===== config.mk =====
export PLATFORM = sky130hd
export DESIGN_NAME = hyperram_rd_streamer
export DESIGN_NICKNAME = d
export VERILOG_FILES = /design/src/rtl/hyperram_rd_streamer.sv
export SDC_FILE = /design/constraint.sdc
export NUM_CORES = 1
export LEC_CHECK = 0
export CAP_MARGIN = 20
export CORE_ASPECT_RATIO = 1.4
export CORE_MARGIN = 2
export CORE_UTILIZATION = 30
export CTS_CLUSTER_SIZE = 40
export DETAILED_ROUTE_END_ITERATION = 16
export GPL_ROUTABILITY_DRIVEN = 0
export GPL_TIMING_DRIVEN = 0
export PLACE_DENSITY_LB_ADDON = 0.1
export SLEW_MARGIN = 40
export SYNTH_ARGS = -nofsm -noshare
export SYNTH_HDL_FRONTEND = slang
export SYNTH_HIERARCHICAL = 1
export SYNTH_SLANG_ARGS = --single-unit

===== constraint.sdc =====
create_clock -name clk -period 9.33 [get_ports clk]
set_clock_uncertainty 0.05 [all_clocks]
set_input_delay 1.866 -clock clk [delete_from_list [all_inputs] [get_ports clk]]
set_output_delay 1.866 -clock clk [all_outputs]
set_load 0.02 [all_outputs]

===== src/rtl/hyperram_rd_streamer.sv =====
// hyperram_rd_streamer: breaks a read request into HyperRAM bursts and streams the returned words through a FWFT buffer.
// Latency: a burst opens two or more cycles after the request is accepted; each word is visible on rd_data the cycle after its strobe.
// Backpressure: req_ready follows ctrl_ready in IDLE only; rd_ready stalls hold the next burst in CREDIT until the whole burst fits.
//
// Ports:
//   clk, rst_n                       clock, asynchronous active-low reset
//   req_valid/req_ready              request handshake carrying req_addr, req_num_words
//   rd_data/rd_valid/rd_ready        read-word stream to the consumer (first-word-fall-through)
//   busy, err                        request in progress; sticky watchdog timeout
//   ctrl_*                           HyperRAM controller burst interface (cs/mode/num_words/latency/addr out,
//                                    ready, rd_data_out, rd_data_valid in)
//
// Build option: define HYPERRAM_RD_TIMEOUT_EN to add a 16-bit watchdog on stalled bursts that drives err.
// Without it err is tied low and no watchdog exists.

// Generic first-word-fall-through FIFO. A write while full is only taken when a pop happens in the
// same cycle; the producer here never overruns because space is reserved before each burst.
module sync_fifo #(
  parameter int WIDTH = 32,
  parameter int DEPTH = 16
) (
  input  logic                     clk,
  input  logic                     rst_n,
  input  logic                     wr_vld,
  input  logic [WIDTH-1:0]         wr_dat,
  input  logic                     rd_rdy,
  output logic                     rd_vld,
  output logic [WIDTH-1:0]         rd_dat,
  output logic [$clog2(DEPTH):0]   level
);
  localparam int AW = $clog2(DEPTH);

  logic [WIDTH-1:0] mem [DEPTH];
  logic [AW-1:0]    wptr_q;
  logic [AW-1:0]    rptr_q;
  logic [AW:0]      cnt_q;
  logic             full;
  logic             push;
  logic             pop;

  assign full   = (cnt_q == (AW+1)'(DEPTH));
  assign rd_vld = (cnt_q != '0);
  assign pop    = rd_vld && rd_rdy;
  // A pop frees the head slot this cycle, so a push at full is still safe.
  assign push   = wr_vld && (!full || pop);
  // Head is forced to zero when empty so rd_data is clean after reset.
  assign rd_dat = rd_vld ? mem[rptr_q] : '0;
  assign level  = cnt_q;

  always_ff @(posedge clk) begin
    if (push) begin
      mem[wptr_q] <= wr_dat;
    end
  end

  always_ff @(posedge clk or negedge rst_n) begin
    if (!rst_n) begin
      wptr_q <= '0;
      rptr_q <= '0;
      cnt_q  <= '0;
    end else begin
      if (push) begin
        wptr_q <= wptr_q + AW'(1);
      end
      if (pop) begin
        rptr_q <= rptr_q + AW'(1);
      end
      case ({push, pop})
        2'b10:   cnt_q <= cnt_q + (AW+1)'(1);
        2'b01:   cnt_q <= cnt_q - (AW+1)'(1);
        default: cnt_q <= cnt_q;
      endcase
    end
  end
endmodule

module hyperram_rd_streamer #(
  parameter int         FIFO_DEPTH = 16,
  parameter int         BURST_MAX  = 8,
  parameter int         ADDR_STEP  = 2,
  parameter logic [2:0] LATENCY    = 3'd6,
  parameter logic [1:0] MODE_RD    = 2'b01
) (
  input  logic        clk,
  input  logic        rst_n,
  input  logic        req_valid,
  output logic        req_ready,
  input  logic [31:0] req_addr,
  input  logic [31:0] req_num_words,
  output logic [31:0] rd_data,
  output logic        rd_valid,
  input  logic        rd_ready,
  output logic        busy,
  output logic        err,
  input  logic        ctrl_ready,
  output logic        ctrl_cs,
  output logic [1:0]  ctrl_mode,
  output logic [31:0] ctrl_num_words,
  output logic [2:0]  ctrl_latency,
  output logic [31:0] ctrl_addr_in,
  input  logic [31:0] ctrl_rd_data_out,
  input  logic        ctrl_rd_data_valid
);
  localparam int LW = $clog2(FIFO_DEPTH) + 1;

  typedef enum logic [1:0] {
    IDLE   = 2'd0,
    CREDIT = 2'd1,
    ISSUE  = 2'd2,
    GAP    = 2'd3
  } state_t;

  state_t          state_q;
  state_t          state_d;
  logic [31:0]     addr_q;       // address of the next burst
  logic [31:0]     remaining_q;  // words not yet covered by a completed burst
  logic [31:0]     blen_q;       // length of the burst in flight
  logic [31:0]     beat_q;       // strobes received in the burst in flight
  logic [31:0]     blen_calc;
  logic [31:0]     free_slots;
  logic [LW-1:0]   fifo_level;
  logic            req_fire;
  logic            strobe;
  logic            last_beat;
  logic            credit_ok;
  logic            timeout_hit;
  logic            burst_end;

  // Held low during reset so no handshake can be seen while the block is cleared.
  assign req_ready  = rst_n && (state_q == IDLE) && ctrl_ready;
  assign req_fire   = req_valid && req_ready;
  // Only strobes that land inside an open burst are real data.
  assign strobe     = (state_q == ISSUE) && ctrl_rd_data_valid;
  assign last_beat  = strobe && ((beat_q + 32'd1) == blen_q);
  assign blen_calc  = (remaining_q < 32'(BURST_MAX)) ? remaining_q : 32'(BURST_MAX);
  // Occupancy is taken before any same-cycle pop, so the reservation is conservative
  // and the burst can never overrun the buffer whatever rd_ready does.
  assign free_slots = 32'(FIFO_DEPTH) - 32'(fifo_level);
  assign credit_ok  = (free_slots >= blen_calc) && ctrl_ready;
  assign burst_end  = last_beat || timeout_hit;

`ifdef HYPERRAM_RD_TIMEOUT_EN
  logic [15:0] wd_q;
  logic        err_q;

  // Fires only on a quiet cycle so a late final strobe still completes the burst normally.
  assign timeout_hit = (state_q == ISSUE) && !ctrl_rd_data_valid && (wd_q == 16'hFFFF);
  assign err         = err_q;

  always_ff @(posedge clk or negedge rst_n) begin
    if (!rst_n) begin
      wd_q  <= '0;
      err_q <= 1'b0;
    end else begin
      if ((state_q == ISSUE) && !ctrl_rd_data_valid) begin
        if (wd_q != 16'hFFFF) begin
          wd_q <= wd_q + 16'd1;
        end
      end else begin
        wd_q <= '0;
      end
      if (timeout_hit) begin
        err_q <= 1'b1;
      end
    end
  end
`else
  assign timeout_hit = 1'b0;
  assign err         = 1'b0;
`endif

  // State register.
  always_ff @(posedge clk or negedge rst_n) begin
    if (!rst_n) begin
      state_q <= IDLE;
    end else begin
      state_q <= state_d;
    end
  end

  // Next-state logic.
  always_comb begin
    state_d = state_q;
    case (state_q)
      IDLE: begin
        // A zero-length request is acknowledged and otherwise ignored.
        if (req_fire && (req_num_words != 32'd0)) begin
          state_d = CREDIT;
        end
      end
      CREDIT: begin
        if (credit_ok) begin
          state_d = ISSUE;
        end
      end
      ISSUE: begin
        if (burst_end) begin
          state_d = GAP;
        end
      end
      GAP: begin
        state_d = (remaining_q != 32'd0) ? CREDIT : IDLE;
      end
      default: state_d = IDLE;
    endcase
  end

  // Request / burst bookkeeping.
  always_ff @(posedge clk or negedge rst_n) begin
    if (!rst_n) begin
      addr_q      <= '0;
      remaining_q <= '0;
      blen_q      <= '0;
      beat_q      <= '0;
    end else begin
      case (state_q)
        IDLE: begin
          if (req_fire) begin
            addr_q      <= req_addr;
            remaining_q <= req_num_words;
          end
        end
        CREDIT: begin
          if (credit_ok) begin
            blen_q <= blen_calc;
            beat_q <= '0;
          end
        end
        ISSUE: begin
          if (strobe) begin
            beat_q <= beat_q + 32'd1;
          end
          if (last_beat) begin
            // Address arithmetic wraps at 32 bits by construction.
            addr_q      <= addr_q + (blen_q * 32'(ADDR_STEP));
            remaining_q <= remaining_q - blen_q;
          end else if (timeout_hit) begin
            // Abandon the rest of the request; GAP then falls back to IDLE.
            remaining_q <= '0;
          end
        end
        default: begin
        end
      endcase
    end
  end

  // Output decode: burst fields are only driven while the burst is open.
  always_comb begin
    ctrl_cs        = 1'b0;
    ctrl_mode      = 2'b00;
    ctrl_num_words = '0;
    ctrl_addr_in   = '0;
    busy           = (state_q != IDLE);
    if (state_q == ISSUE) begin
      ctrl_cs        = 1'b1;
      ctrl_mode      = MODE_RD;
      ctrl_num_words = blen_q;
      ctrl_addr_in   = addr_q;
    end
  end

  assign ctrl_latency = LATENCY;

  sync_fifo #(
    .WIDTH (32),
    .DEPTH (FIFO_DEPTH)
  ) u_rd_fifo (
    .clk    (clk),
    .rst_n  (rst_n),
    .wr_vld (strobe),
    .wr_dat (ctrl_rd_data_out),
    .rd_rdy (rd_ready),
    .rd_vld (rd_valid),
    .rd_dat (rd_data),
    .level  (fifo_level)
  );
endmodule


==> metrics.txt <==
# TYPE chip_impl_metric gauge
chip_impl_metric{name="die_h",unit="um"} 389
chip_impl_metric{name="detailroute.via_count",unit=""} 21200
chip_impl_info{name="tritoncts_clock_tree",value="done"} 1
chip_impl_metric{name="vdd.ir_drop.worst",unit="mV"} 0.231
chip_impl_metric{name="die_x",unit="um"} 279
chip_impl_metric{name="drt-vias-per-instance",unit=""} 5.13
chip_impl_info{name="clock_root_buffer",value="clkbuf_16"} 1
chip_impl_metric{name="critical_path_arrival",unit="ns"} 4.29
chip_impl_metric{name="synth.mux.area_fraction",unit="%"} 12.2
chip_impl_metric{name="finalWorstPathRequiredPeriod",unit="ns"} 6.21
chip_impl_metric{name="timing.final.crit_share",unit="%"} 66.5
chip_impl_metric{name="initial_core_util",unit="%"} 30.2
chip_impl_metric{name="routed_wire_length_per_instance",unit="um"} 25.6
chip_impl_metric{name="yosys.cell_types.count",unit=""} 84
chip_impl_metric{name="fin_hold_ws",unit="ns"} 0.505
chip_impl_info{name="rsz0062_at_grt",value="no"} 1
chip_impl_metric{name="crit_required",unit="ns"} 7.41
chip_impl_metric{name="antenna_found_initial",unit=""} 8
chip_impl_metric{name="final_hold_vio_count",unit=""} 0
chip_impl_info{name="critPathLaunchType",value="register"} 1
chip_impl_info{name="largest_family_of_logic_cells_by_synthesized_area",value="multiplexers"} 1
chip_impl_info{name="netlist.top_cell.by_area",value="edfxtp_1"} 1
chip_impl_metric{name="route.antenna.remaining_nets",unit=""} 0
chip_impl_metric{name="multi_input_comb_area",unit="sq um"} 12200
chip_impl_info{name="outcome",value="completed"} 1
chip_impl_metric{name="cts_resized",unit=""} 0
chip_impl_metric{name="synth_simple_gate_area_share",unit="%"} 10.3
chip_impl_metric{name="leakage",unit="uW"} 0.0139
chip_impl_metric{name="tritoncts.num_buffers",unit=""} 73
chip_impl_metric{name="grt.overflow.total",unit=""} 0
chip_impl_metric{name="clock_path_buffers",unit=""} 3
chip_impl_metric{name="post_cts_hold_buffer_count",unit=""} 0
chip_impl_metric{name="area_growth",unit="%"} 22.2
chip_impl_metric{name="cts_htree_levels",unit=""} 3
chip_impl_metric{name="floorplan.rows",unit=""} 141
chip_impl_metric{name="grt_pass1_vias",unit=""} 22500
chip_impl_metric{name="dpl.hpwl",unit="mm"} 78.0
chip_impl_metric{name="clock_latency",unit="ns"} 0.66
chip_impl_metric{name="stdcell_count",unit=""} 4124
chip_impl_metric{name="drtPass1Iterations",unit=""} 5
chip_impl_metric{name="grt_start_max_net_pins",unit=""} 68
chip_impl_metric{name="drv.max_cap_violation_count",unit=""} 0
chip_impl_metric{name="path_max_fanout",unit=""} 10
chip_impl_metric{name="io_buffers",unit=""} 202
chip_impl_metric{name="headroom_to_the_max_slew_limit",unit="%"} 44.2
chip_impl_metric{name="core",unit="sq um"} 105000
chip_impl_metric{name="drt_iter0_drc",unit=""} 1422
chip_impl_metric{name="post_synth_fa_ha_maj_area_fraction",unit="%"} 4.44
chip_impl_metric{name="final_layout_size_suffix_gt1_share",unit="%"} 17.1
chip_impl_metric{name="layout.nets",unit=""} 2923
chip_impl_metric{name="cts_sinks",unit=""} 655
chip_impl_info{name="yosysMostFrequentCell",value="edfxtp_1"} 1
chip_impl_info{name="area_contributors_post_synth",value="edfxtp_1 (48%), dfrtp_1 (11%), mux4_2 (9.1%), ha_1 (4.3%), a21oi_1 (2.2%)"} 1
chip_impl_metric{name="async_reset_ff_share",unit="%"} 21.8
chip_impl_info{name="post_synth_most_frequent_cells",value="edfxtp_1 (512), nor2_1 (185), dfrtp_1 (143), a21oi_1 (140), nand2_1 (129)"} 1
chip_impl_metric{name="timing.final.max_slew_violations",unit=""} 0
chip_impl_metric{name="max_clock_freq",unit="MHz"} 161
chip_impl_metric{name="design.die.area",unit="sq um"} 109000
chip_impl_metric{name="synthCells",unit=""} 2336
chip_impl_info{name="min-delay-path-class",value="register to register"} 1
chip_impl_metric{name="synth.avg_cell_area",unit="sq um"} 13.6
chip_impl_info{name="worst_setup_path_end_kind",value="output port"} 1
chip_impl_metric{name="fill_cells",unit=""} 10100
chip_impl_metric{name="synth_largest_type_area_fraction",unit="%"} 48.4
chip_impl_metric{name="synth_sequential_area_ratio",unit="%"} 59.6
chip_impl_info{name="ys_dominant_reg_cell",value="edfxtp_1"} 1
chip_impl_metric{name="pin_count",unit=""} 208
chip_impl_metric{name="postLayoutCoreUtil",unit="%"} 36.9
chip_impl_metric{name="number_of_placed_instances_with_taps_included",unit=""} 3992
chip_impl_metric{name="drcViolationCount",unit=""} 0
chip_impl_metric{name="first_pass_grt_wire_length",unit="mm"} 154
chip_impl_metric{name="regArea",unit="sq um"} 19000
chip_impl_metric{name="worst_max_slew_pin_slew",unit="ns"} 0.837
chip_impl_metric{name="synthXorXnorAreaFrac",unit="%"} 2.73
chip_impl_metric{name="clk_transition_reported_paths",unit="ns"} 0.06
chip_impl_info{name="criticalPathCategory",value="register to output port"} 1
chip_impl_metric{name="timing.final.ws_setup",unit="ns"} 3.12
chip_impl_metric{name="power-per-cell-area",unit="nW/um^2"} 338
chip_impl_metric{name="globalRouteTotalUtil",unit="%"} 19.4
chip_impl_metric{name="routed_wl",unit="mm"} 105
chip_impl_metric{name="synth_compound_area_share",unit="%"} 7.81
chip_impl_metric{name="cts.repair_timing.setup_buffer_count",unit=""} 0
chip_impl_metric{name="postSynthRegisterBits",unit=""} 655
chip_impl_metric{name="mappedNetlistArea",unit="sq um"} 31800
chip_impl_metric{name="count_of_flip_flops_with_a_built_in_enable_after_synthesis",unit=""} 512
chip_impl_metric{name="ys_warn_count",unit=""} 6
chip_impl_metric{name="insertedDiodeCount",unit=""} 0
chip_impl_metric{name="placement.setup.worst_slack",unit="ns"} 3.80
chip_impl_metric{name="setup-violations-final",unit=""} 0
## final timing paths
kind                       depth (start not counted)                     end  slack [ns]                         from
min                                                2   beat_q[1]$_DFFE_PN0P_        0.51        beat_q[1]$_DFFE_PN0P_
max reg2reg                                       14   beat_q[1]$_DFFE_PN0P_        4.23  remaining_q[14]$_DFFE_PN0P_
max in group asynchronous                          2  beat_q[26]$_DFFE_PN0P_        7.48                        rst_n
min in group asynchronous                          1   addr_q[7]$_DFFE_PN0P_        1.07                        rst_n
max                                                8      ctrl_num_words[16]        3.12       state_q[0]$_DFFE_PN0P_
min reg2reg                                        2   beat_q[1]$_DFFE_PN0P_        0.51        beat_q[1]$_DFFE_PN0P_
## placed cells by master, fill, tap and decap left out, types with 49 or more instances in the layout
| master | count |
|---|---|
| edfxtp_1 | 512 |
| ha_1 | 108 |
| o21ai_0 | 72 |
| nand2_1 | 129 |
| nand3_1 | 128 |
| mux4_2 | 128 |
| mux2i_1 | 49 |
| clkbuf_16 | 74 |
| buf_2 | 85 |
| clkdlybuf4s50_1 | 201 |
| dfrtp_1 | 143 |
| nor2_1 | 180 |
| inv_1 | 67 |
| a21oi_1 | 139 |
| xnor2_1 | 63 |
| clkbuf_1 | 54 |
## critical path, cell delays in order (launching register included)
cell	delay (ns)
dfrtp_1	0.38
inv_1	0.11
ha_1	0.32
inv_1	0.27
clkbuf_1	0.59
buf_2	0.50
buf_1	0.59
nor2_1	0.27
clkdlybuf4s50_1	0.61
## metrics by stage
step	total power, uW	setup TNS, ns	instance area [sq um]
after floorplan	7940	0	31900
after global placement	10200	-403.83	35600
after detailed placement	10400	0	36400
after CTS	13300	0	38800
after global routing	13900	0	38800
final	13100	0	38800
## flip-flops by register name, indices dropped and copies added, names as in the netlist
name and cells:
u_rd_fifo/level 5, blen_q 32, remaining_q 32, beat_q 32, u_rd_fifo/wptr_q 4, state_q 2
u_rd_fifo/mem 512, addr_q 32, u_rd_fifo/rptr_q 4
## routing by layer
layer / track usage [%] / routed length (um)
met1: 21.5 / 40100
met2: 36.7 / 57200
met3: 3.19 / 4280
met4: 7.50 / 3870
met5: 0 / 75
## power breakdown
group | internal, uW | switching (uW) | total [uW]
Combinational | 2660 | 3760 | 6430
Sequential | 3470 | 342 | 3810
Clock | 1660 | 1250 | 2910
Total | 7790 | 5350 | 13100
## cell families after synthesis
group,count (synthesis)
AO/OA/AOI/OAI,389
XOR/XNOR,99
adder cells (fa/ha/maj),111
buffers and inverters,192
flip-flops,655
multiplexers,221
other,2
AND/OR/NAND/NOR,667
## area by class of cell
| class | count | share of cell area, % |
|---|---|---|
| plain buffers | 125 | 1.73 |
| clock buffers | 92 | 4.99 |
| clock inverters | 39 | 1.15 |
| inverters | 67 | 0.647 |
| multi-input cells | 1520 | 31.3 |
| flip-flops and latches | 655 | 48.8 |
| well taps | 1358 | 4.37 |
| repair buffers | 268 | 7.01 |
No activity file was read; power rests on OpenSTA's default activity.
